$ cat config.mk
export PLATFORM = sky130hd
export DESIGN_NAME = cache_ctrl
export DESIGN_NICKNAME = d
export VERILOG_FILES = /design/src/rtl/cache_ctrl.sv
export SDC_FILE = /design/constraint.sdc
export NUM_CORES = 1
export LEC_CHECK = 0
export CORE_UTILIZATION = 45
export DETAILED_ROUTE_END_ITERATION = 6
export MAX_ROUTING_LAYER = met4
export PLACE_DENSITY = 0.88
export SLEW_MARGIN = 20
export SYNTH_ARGS = -nofsm -noshare
export SYNTH_HDL_FRONTEND = slang
export SYNTH_SLANG_ARGS = --single-unit
$ cat constraint.sdc
create_clock -name clk -period 2.6 [get_ports clk]
set_clock_uncertainty 0.05 [all_clocks]
set_input_delay 0.26 -clock clk [delete_from_list [all_inputs] [get_ports clk]]
set_output_delay 0.26 -clock clk [all_outputs]
set_load 0.01 [all_outputs]
$ cat src/rtl/cache_ctrl.sv
// -----------------------------------------------------------------------------
// cache_ctrl
//   Direct-mapped cache controller. Sequences an external 16-entry tag/data
//   SRAM (one-hot wordline, posedge write, combinational read) and a backing
//   memory. Handles one request at a time:
//     read hit  -> respond from SRAM
//     read miss -> fetch from backing memory, fill the line, respond
//     write     -> write through to backing memory; on a hit the line is also
//                  updated, on a miss nothing is allocated.
//   Keeps per-line valid bits and saturating hit/miss counters.
//
// Ports
//   clk, reset_n                  clock, synchronous active-low reset
//   flush                         invalidate all lines (honoured in IDLE)
//   req_valid/req_ready           request handshake
//   req_we/req_addr/req_wdata     request command, {tag,index}, write data
//   resp_valid/resp_rdata/resp_hit one-cycle response strobe and payload
//   mem_req_valid/mem_req_ready   backing-memory request handshake
//   mem_we/mem_addr/mem_wdata     backing-memory command
//   mem_rvalid/mem_rdata          backing-memory read return
//   sram_we/sram_wl               SRAM write enable, one-hot wordline
//   sram_tag_in/sram_data_in      SRAM write payload
//   sram_tag_out/sram_data_out    SRAM read payload
//   hit_count/miss_count          lookup statistics
// -----------------------------------------------------------------------------
module cache_ctrl #(
    parameter int INDEX_W = 4,
    parameter int TAG_W   = 4,
    parameter int DATA_W  = 8,
    parameter int CNT_W   = 16
) (
    input  logic                       clk,
    input  logic                       reset_n,
    input  logic                       flush,
    input  logic                       req_valid,
    output logic                       req_ready,
    input  logic                       req_we,
    input  logic [TAG_W+INDEX_W-1:0]   req_addr,
    input  logic [DATA_W-1:0]          req_wdata,
    output logic                       resp_valid,
    output logic [DATA_W-1:0]          resp_rdata,
    output logic                       resp_hit,
    output logic                       mem_req_valid,
    input  logic                       mem_req_ready,
    output logic                       mem_we,
    output logic [TAG_W+INDEX_W-1:0]   mem_addr,
    output logic [DATA_W-1:0]          mem_wdata,
    input  logic                       mem_rvalid,
    input  logic [DATA_W-1:0]          mem_rdata,
    output logic                       sram_we,
    output logic [(2**INDEX_W)-1:0]    sram_wl,
    output logic [TAG_W-1:0]           sram_tag_in,
    output logic [DATA_W-1:0]          sram_data_in,
    input  logic [TAG_W-1:0]           sram_tag_out,
    input  logic [DATA_W-1:0]          sram_data_out,
    output logic [CNT_W-1:0]           hit_count,
    output logic [CNT_W-1:0]           miss_count
);

    localparam int LINES  = 2 ** INDEX_W;
    localparam int ADDR_W = TAG_W + INDEX_W;
    localparam logic [LINES-1:0] WL_ONE  = 1;
    localparam logic [CNT_W-1:0] CNT_ONE = 1;

    typedef enum logic [2:0] {
        S_IDLE,
        S_LOOKUP,
        S_MEM_RD,
        S_MEM_WAIT,
        S_MEM_WR,
        S_FILL,
        S_RESP
    } state_t;

    state_t              state, state_nxt;
    logic [LINES-1:0]    valid;
    logic                lat_we;
    logic [ADDR_W-1:0]   lat_addr;
    logic [DATA_W-1:0]   lat_wdata;
    // Single data register: holds the fill data (memory return or write data)
    // and doubles as the response payload.
    logic [DATA_W-1:0]   data_r;
    logic                hit_r;

    logic [INDEX_W-1:0]  lat_index;
    logic [TAG_W-1:0]    lat_tag;
    logic [LINES-1:0]    wl_dec;
    logic                lookup_hit;

    assign lat_index  = lat_addr[INDEX_W-1:0];
    assign lat_tag    = lat_addr[ADDR_W-1:INDEX_W];
    assign wl_dec     = WL_ONE << lat_index;
    assign lookup_hit = valid[lat_index] && (sram_tag_out == lat_tag);

    assign resp_rdata = data_r;
    assign resp_hit   = hit_r;

    // Next-state and output decode.
    // NOTE: every output gets a default before the case so no path leaves a
    // signal unassigned, which would otherwise infer a latch.
    always_comb begin
        state_nxt     = state;
        req_ready     = 1'b0;
        resp_valid    = 1'b0;
        mem_req_valid = 1'b0;
        mem_we        = 1'b0;
        mem_addr      = '0;
        mem_wdata     = '0;
        sram_we       = 1'b0;
        sram_wl       = '0;
        sram_tag_in   = '0;
        sram_data_in  = '0;

        case (state)
            S_IDLE: begin
                req_ready = !flush;
                if (!flush && req_valid) state_nxt = S_LOOKUP;
            end
            S_LOOKUP: begin
                sram_wl = wl_dec;
                if (lat_we)          state_nxt = S_MEM_WR;
                else if (lookup_hit) state_nxt = S_RESP;
                else                 state_nxt = S_MEM_RD;
            end
            S_MEM_RD: begin
                mem_req_valid = 1'b1;
                mem_addr      = lat_addr;
                if (mem_req_ready) state_nxt = S_MEM_WAIT;
            end
            S_MEM_WAIT: begin
                if (mem_rvalid) state_nxt = S_FILL;
            end
            S_MEM_WR: begin
                mem_req_valid = 1'b1;
                mem_we        = 1'b1;
                mem_addr      = lat_addr;
                mem_wdata     = lat_wdata;
                // Write-no-allocate: only a hitting line is refreshed.
                if (mem_req_ready) state_nxt = hit_r ? S_FILL : S_RESP;
            end
            S_FILL: begin
                sram_we      = 1'b1;
                sram_wl      = wl_dec;
                sram_tag_in  = lat_tag;
                sram_data_in = data_r;
                state_nxt    = S_RESP;
            end
            S_RESP: begin
                resp_valid = 1'b1;
                state_nxt  = S_IDLE;
            end
            default: state_nxt = S_IDLE;
        endcase
    end

    // NOTE: the valid bits are plain flops and are cleared by reset; the tag and
    // data arrays live in the external SRAM and are never reset -- a cleared
    // valid bit is what makes their contents irrelevant.
    always_ff @(posedge clk) begin
        if (!reset_n) begin
            state      <= S_IDLE;
            valid      <= '0;
            lat_we     <= 1'b0;
            lat_addr   <= '0;
            lat_wdata  <= '0;
            data_r     <= '0;
            hit_r      <= 1'b0;
            hit_count  <= '0;
            miss_count <= '0;
        end else begin
            // NOTE: non-blocking assignments so every register here samples
            // pre-edge values regardless of statement order.
            state <= state_nxt;
            case (state)
                S_IDLE: begin
                    if (flush) begin
                        valid <= '0;
                    end else if (req_valid) begin
                        lat_we    <= req_we;
                        lat_addr  <= req_addr;
                        lat_wdata <= req_wdata;
                    end
                end
                S_LOOKUP: begin
                    hit_r  <= lookup_hit;
                    // On a read miss this value is overwritten in MEM_WAIT.
                    data_r <= lat_we ? lat_wdata : sram_data_out;
                    if (lookup_hit) begin
                        if (hit_count != '1) hit_count <= hit_count + CNT_ONE;
                    end else begin
                        if (miss_count != '1) miss_count <= miss_count + CNT_ONE;
                    end
                end
                S_MEM_WAIT: begin
                    if (mem_rvalid) data_r <= mem_rdata;
                end
                S_FILL: begin
                    valid[lat_index] <= 1'b1;
                end
                default: ;
            endcase
        end
    end

endmodule

Word-level counts from Yosys, hierarchy flattened
Index checks and enable logic that the tools add are counted.
Operators by class
  reductions and logical operators: 15
  bitwise operators: 3
  multiplexer cells: 27
  add/sub/neg operators: 2
  order comparisons: 2
  equal/unequal tests: 14
  shift-type cells: 1
Operators with widths (number)
  2-to-1 mux 8 bit: 5
  adder 16 x 1 -> 16 bit (second input constant): 2
  2-to-1 mux 16 bit: 2
  != test 16 bit (second input constant): 2
  one-hot mux 16 bit (2 select lines): 1
  2-to-1 mux 3 bit: 6
  one-hot mux 3 bit (6 select lines): 1
  bitwise OR 16 bit: 1
  one-hot mux 8 bit (2 select lines): 1
  << shifter 1 x 4 -> 16 bit (first input constant): 1
  != test 2 bit (second input constant): 5
  == test 3 bit (second input constant): 3
  AND reduction 3 bit: 3
  2-to-1 mux 1 bit: 7
  == test 3 x 2 -> 1 bit (second input constant): 2
  < comparator 4 x 5 -> 1 bit (second input constant): 1
  binary-select mux 1 bit (select 4 bit): 1
  demux 1 bit (select 4 bit): 1
  == test 4 bit: 1
  >= comparator 4 x 1 -> 1 bit (second input constant): 1
  2-to-1 mux 4 bit: 1
  AND reduction 2 bit: 2
  AND reduction 4 bit: 1
  nonzero test 2 bit: 2
  7 further kinds: 11
Storage, ports and cells
  bits in registers: 77
  logic and storage cells: 73
  output and inout bits: 90
  input port bits: 43

Longest topological paths before layout
  word-level depth: 6
  mapped depth: 10
  mapped depth without buffers: 7

Worst setup path before layout
No wires, ideal clock.
  kind: register to register
  from: register hit_count[0]
  to: register hit_count[15]
  cell stages (with the launch flop): 9
  setup slack: 0.479 ns
  period minus slack after synthesis: 2.121 ns
  data arrival time: 1.952 ns
  path buffers: 1
  data required time: 2.431 ns
  setup time: 0.119 ns
  cell sequence: dfxtp_1 ha_1 and3_1 and3_1 and4_1 clkbuf_1 a2111oi_4 nand4_1 mux2i_1
Between the ends
  word-level cells in the longest chain between the ends: 2
  elaborated cells on any way between the ends: 3
  those cells by class: add/sub (1); eq/ne (1); reduce/logical (1)
RTL lines
  start: declaration: line 56  | output logic [CNT_W-1:0] hit_count,
  start signal: assignment: line 189  | if (hit_count != '1) hit_count <= hit_count + CNT_ONE;
  parallel branches: the longest is 2 deep, another holds adder 16 x 1 -> 16 bit
Several ways; the timed one is not identified.
A chain may end at the register's enable or synchronous reset.

Worst setup path in the final report
  from: register state[0]
  to: output port sram_wl[3]
Between the ends
  word-level cells in the longest chain between the ends: 3
  elaborated cells on any way between the ends: 4
  those cells by class: eq/ne (2); mux (1); reduce/logical (1)
RTL lines
  start: declaration: line 75  | state_t state, state_nxt;
  start signal: assignment: line 173  | state <= state_nxt;
  == test 3 x 1 -> 1 bit / == test 3 bit (equally long branches): line 114  | case (state)
  OR reduction 2 bit (no source line) (*)
  2-to-1 mux 16 bit (*): line 114
  end: declaration: line 51  | output logic [(2**INDEX_W)-1:0] sram_wl,
Mark *: on every way between the ends. The rest lies on a longest branch, timed or not.

==> run metrics <==
status completed; RR Startpoint hit_count[0]$_SDFFE_PN0P_; RSZ-0062 raised after global routing false; CP Class flip-flop to primary output; Initial DRT Pass Iterations 4; Hold Slack 0.395 ns; postcts setup bufs 0; Top FF cell, synth dfxtp_1; I/O Pins 133; Synth Cell Area 4010 µm²; layout cell share with drive strength beyond 1 8.18%; DP Area 5450 µm²; worst-skew pair later-pin latency 0.35 ns; CP Capture Type primary output; routability congestion estimate 0.936; # H-tree levels 3; reg2reg end hit_count[15]$_SDFFE_PN0P_; TritonCTS Buffers 9; WL/cell 15.1 µm; CP endpoint sram_wl[3]; Worst-Margin Slew 0.622 ns; Core Rows 34; Crit path required time 2.29 ns; CP Launch Type flip-flop; Routed Antenna Nets 0; Synth async-reset ratio 0%; DR iter-0 viols 183; worst IR drop on VDD 228 µV; Bufs and invs on worst path 2; initial antenna violation count 0; FF-to-FF setup slack 0.32 ns; final setup fails 0; Layout Cells excl Fill 756; multi-input logic area 2280 µm²; Total Routing Usage GR 26.3%; core area 8680 µm²; CTS max path bufs 2; Initial Util 46.2%; Mapped Nets 561; Die X 96.4 µm; worst-path cell chain nor2b_1 > buf_4 > nand3_1 > nor3_1 > clkdlybuf4s50_1; R2R cell count 7; top post-synthesis cells by area dfxtp_1, a21oi_1, nand2_1, nor2_1, mux2i_1; synth warn 0; Top delay family on crit path buffers and inverters; Worst Path Max Fanout 13; MaxCap Viol Count 0; syn_area_per_cell 7.76 µm²; Hold Buf Count CTS 0; slew margin rel. 58.5%; GRT overflow 0; post-synthesis sequential area ratio 38.5%; filler cell count 728; dpl hpwl 8530 µm; DRC errors left 0; EDFF count, synth 0; FF+latch count, synth 77; synth unique cells 50; final WL 11500 µm; Hold Path Class primary input to flip-flop; Inst Count DP 740; Fmax 406 MHz; clk root buf clkbuf_8; Register Area 1550 µm²; IO buf count 132; Power Dens Cells 440 nW/µm²; Worst EP arrival 2.16 ns; fin crit period 2.47 ns; ant diodes 0; Pleak 2.04 nW; vias in the first global route 3922; Synth top cells by count dfxtp_1, nand2_1, nor2_1; Max Slew Vio Count 0; Core Util, Final 65.0%; worst setup path start state[0]$_SDFFE_PN0P_; top-count cell post-synth dfxtp_1; CTS tree yes; peak per-stage delay on the critical path 0.56 ns; TNS Setup 0 ns; fin area 5640 µm²; CTS Sinks 77; Syn Inst Count 516; fin crit share 94.8%; Die H 96.4 µm; final hold violations 0; clock slew seen by the registers of the worst setup and hold paths 0.09 ns; NumNets Final 688; largest net degree at the start of global routing 28; worst hold stages 3; vias per inst 5.50; DIE AREA 9280 µm²; P&R area growth vs syn 40.9%; critical path depth in cells 5; global-route wire length before repair 18400 µm; Synth top area share 38.5%; Slowest cell on crit path dfxtp_1; Synth area leader dfxtp_1; Via Count 4159
-- how the worst min path moves through the flow --
stage / slack (ns) / endpoint / start
final: 0.40 / lat_addr[4]$_SDFFE_PN0P_ / req_addr[4]
after global routing: 0.40 / lat_addr[7]$_SDFFE_PN0P_ / req_addr[7]
after CTS: 0.38 / lat_addr[4]$_SDFFE_PN0P_ / req_addr[4]
after detailed placement: 0.41 / valid[10]$_SDFFE_PN0P_ / valid[10]$_SDFFE_PN0P_
after global placement: 0.40 / valid[7]$_SDFFE_PN0P_ / valid[7]$_SDFFE_PN0P_
after floorplan: 0.35 / lat_wdata[0]$_SDFFE_PN0P_ / req_wdata[0]
-- cells by family after synthesis --
| kind of cell | synth area share [%] |
|---|---|
| muxes | 6.62 |
| adders and majority gates | 0.625 |
| xor gates and xnor gates | 1.75 |
| AOI/OAI and AO/OA | 15.7 |
| DFF | 38.5 |
| and+or+nand+nor | 32.0 |
| buffers and inverters | 4.81 |
-- report_power, final --
group / internal, mW / switching (mW)
Combinational: 0.189 / 0.201
Sequential: 1.21 / 0.0476
Clock: 0.359 / 0.476
-- metal layers --
layer	part of all wire [%]	global-route usage, %	up-vias
met3	5.5	4.74	25
met5	0	-	-
met2	50	43.5	143
met1	42	31.3	1943
met4	2.6	11.5	0
li1	-	-	2048
-- registers in the layout, summed over array words and instances (netlist names) --
name and count:
hit_count 16, lat_addr 8, lat_wdata 8, lat_we 1, miss_count 16, resp_hit 1, resp_rdata 8, state 3
valid 16
-- metrics by stage --
| step | total power [mW] | worst slack [ns] |
|---|---|---|
| floorplan | 1.49 | 0.479 |
| global placement | 1.66 | 0.120 |
| detailed placement | 1.67 | 0.00172 |
| CTS | 2.49 | 0.0962 |
| global route | 2.58 | 0.00871 |
| finish | 2.48 | 0.134 |
-- tightest hold or removal path, stage by stage --
cell             delay (ns)
clkdlybuf4s50_1        0.39
nand2_1                0.05
a21oi_1                0.05
-- cells in the final DEF (no fill, tap or decap), drive strengths merged, types with 6 or more instances in the layout --
cell type,count
a21oi,58
and2,21
and3,19
buf,19
clkbuf,9
clkdlybuf4s50,132
dfxtp,77
inv,14
mux2i,22
nand2,69
nand2b,13
nand3,12
nand4,12
nor2,61
nor2b,9
nor3,9
o21ai,12
or3,11
xor2,6
-- final cells by class --
cell class	instances	area share, %
multi-input combinational	393	40.3
tap	108	2.39
clock buffer	9	2.19
inverter	11	0.732
timing repair buffer	151	25.9
clock inverter	7	1.02
sequential	77	27.4
-- repair_timing --
action | 4_1_cts | 5_1_grt
gates resized for setup | 1 | 4
endpoints found under the setup margin | 1 | 8
cloned | 0 | 0
Power figures use the tool's default switching activity.
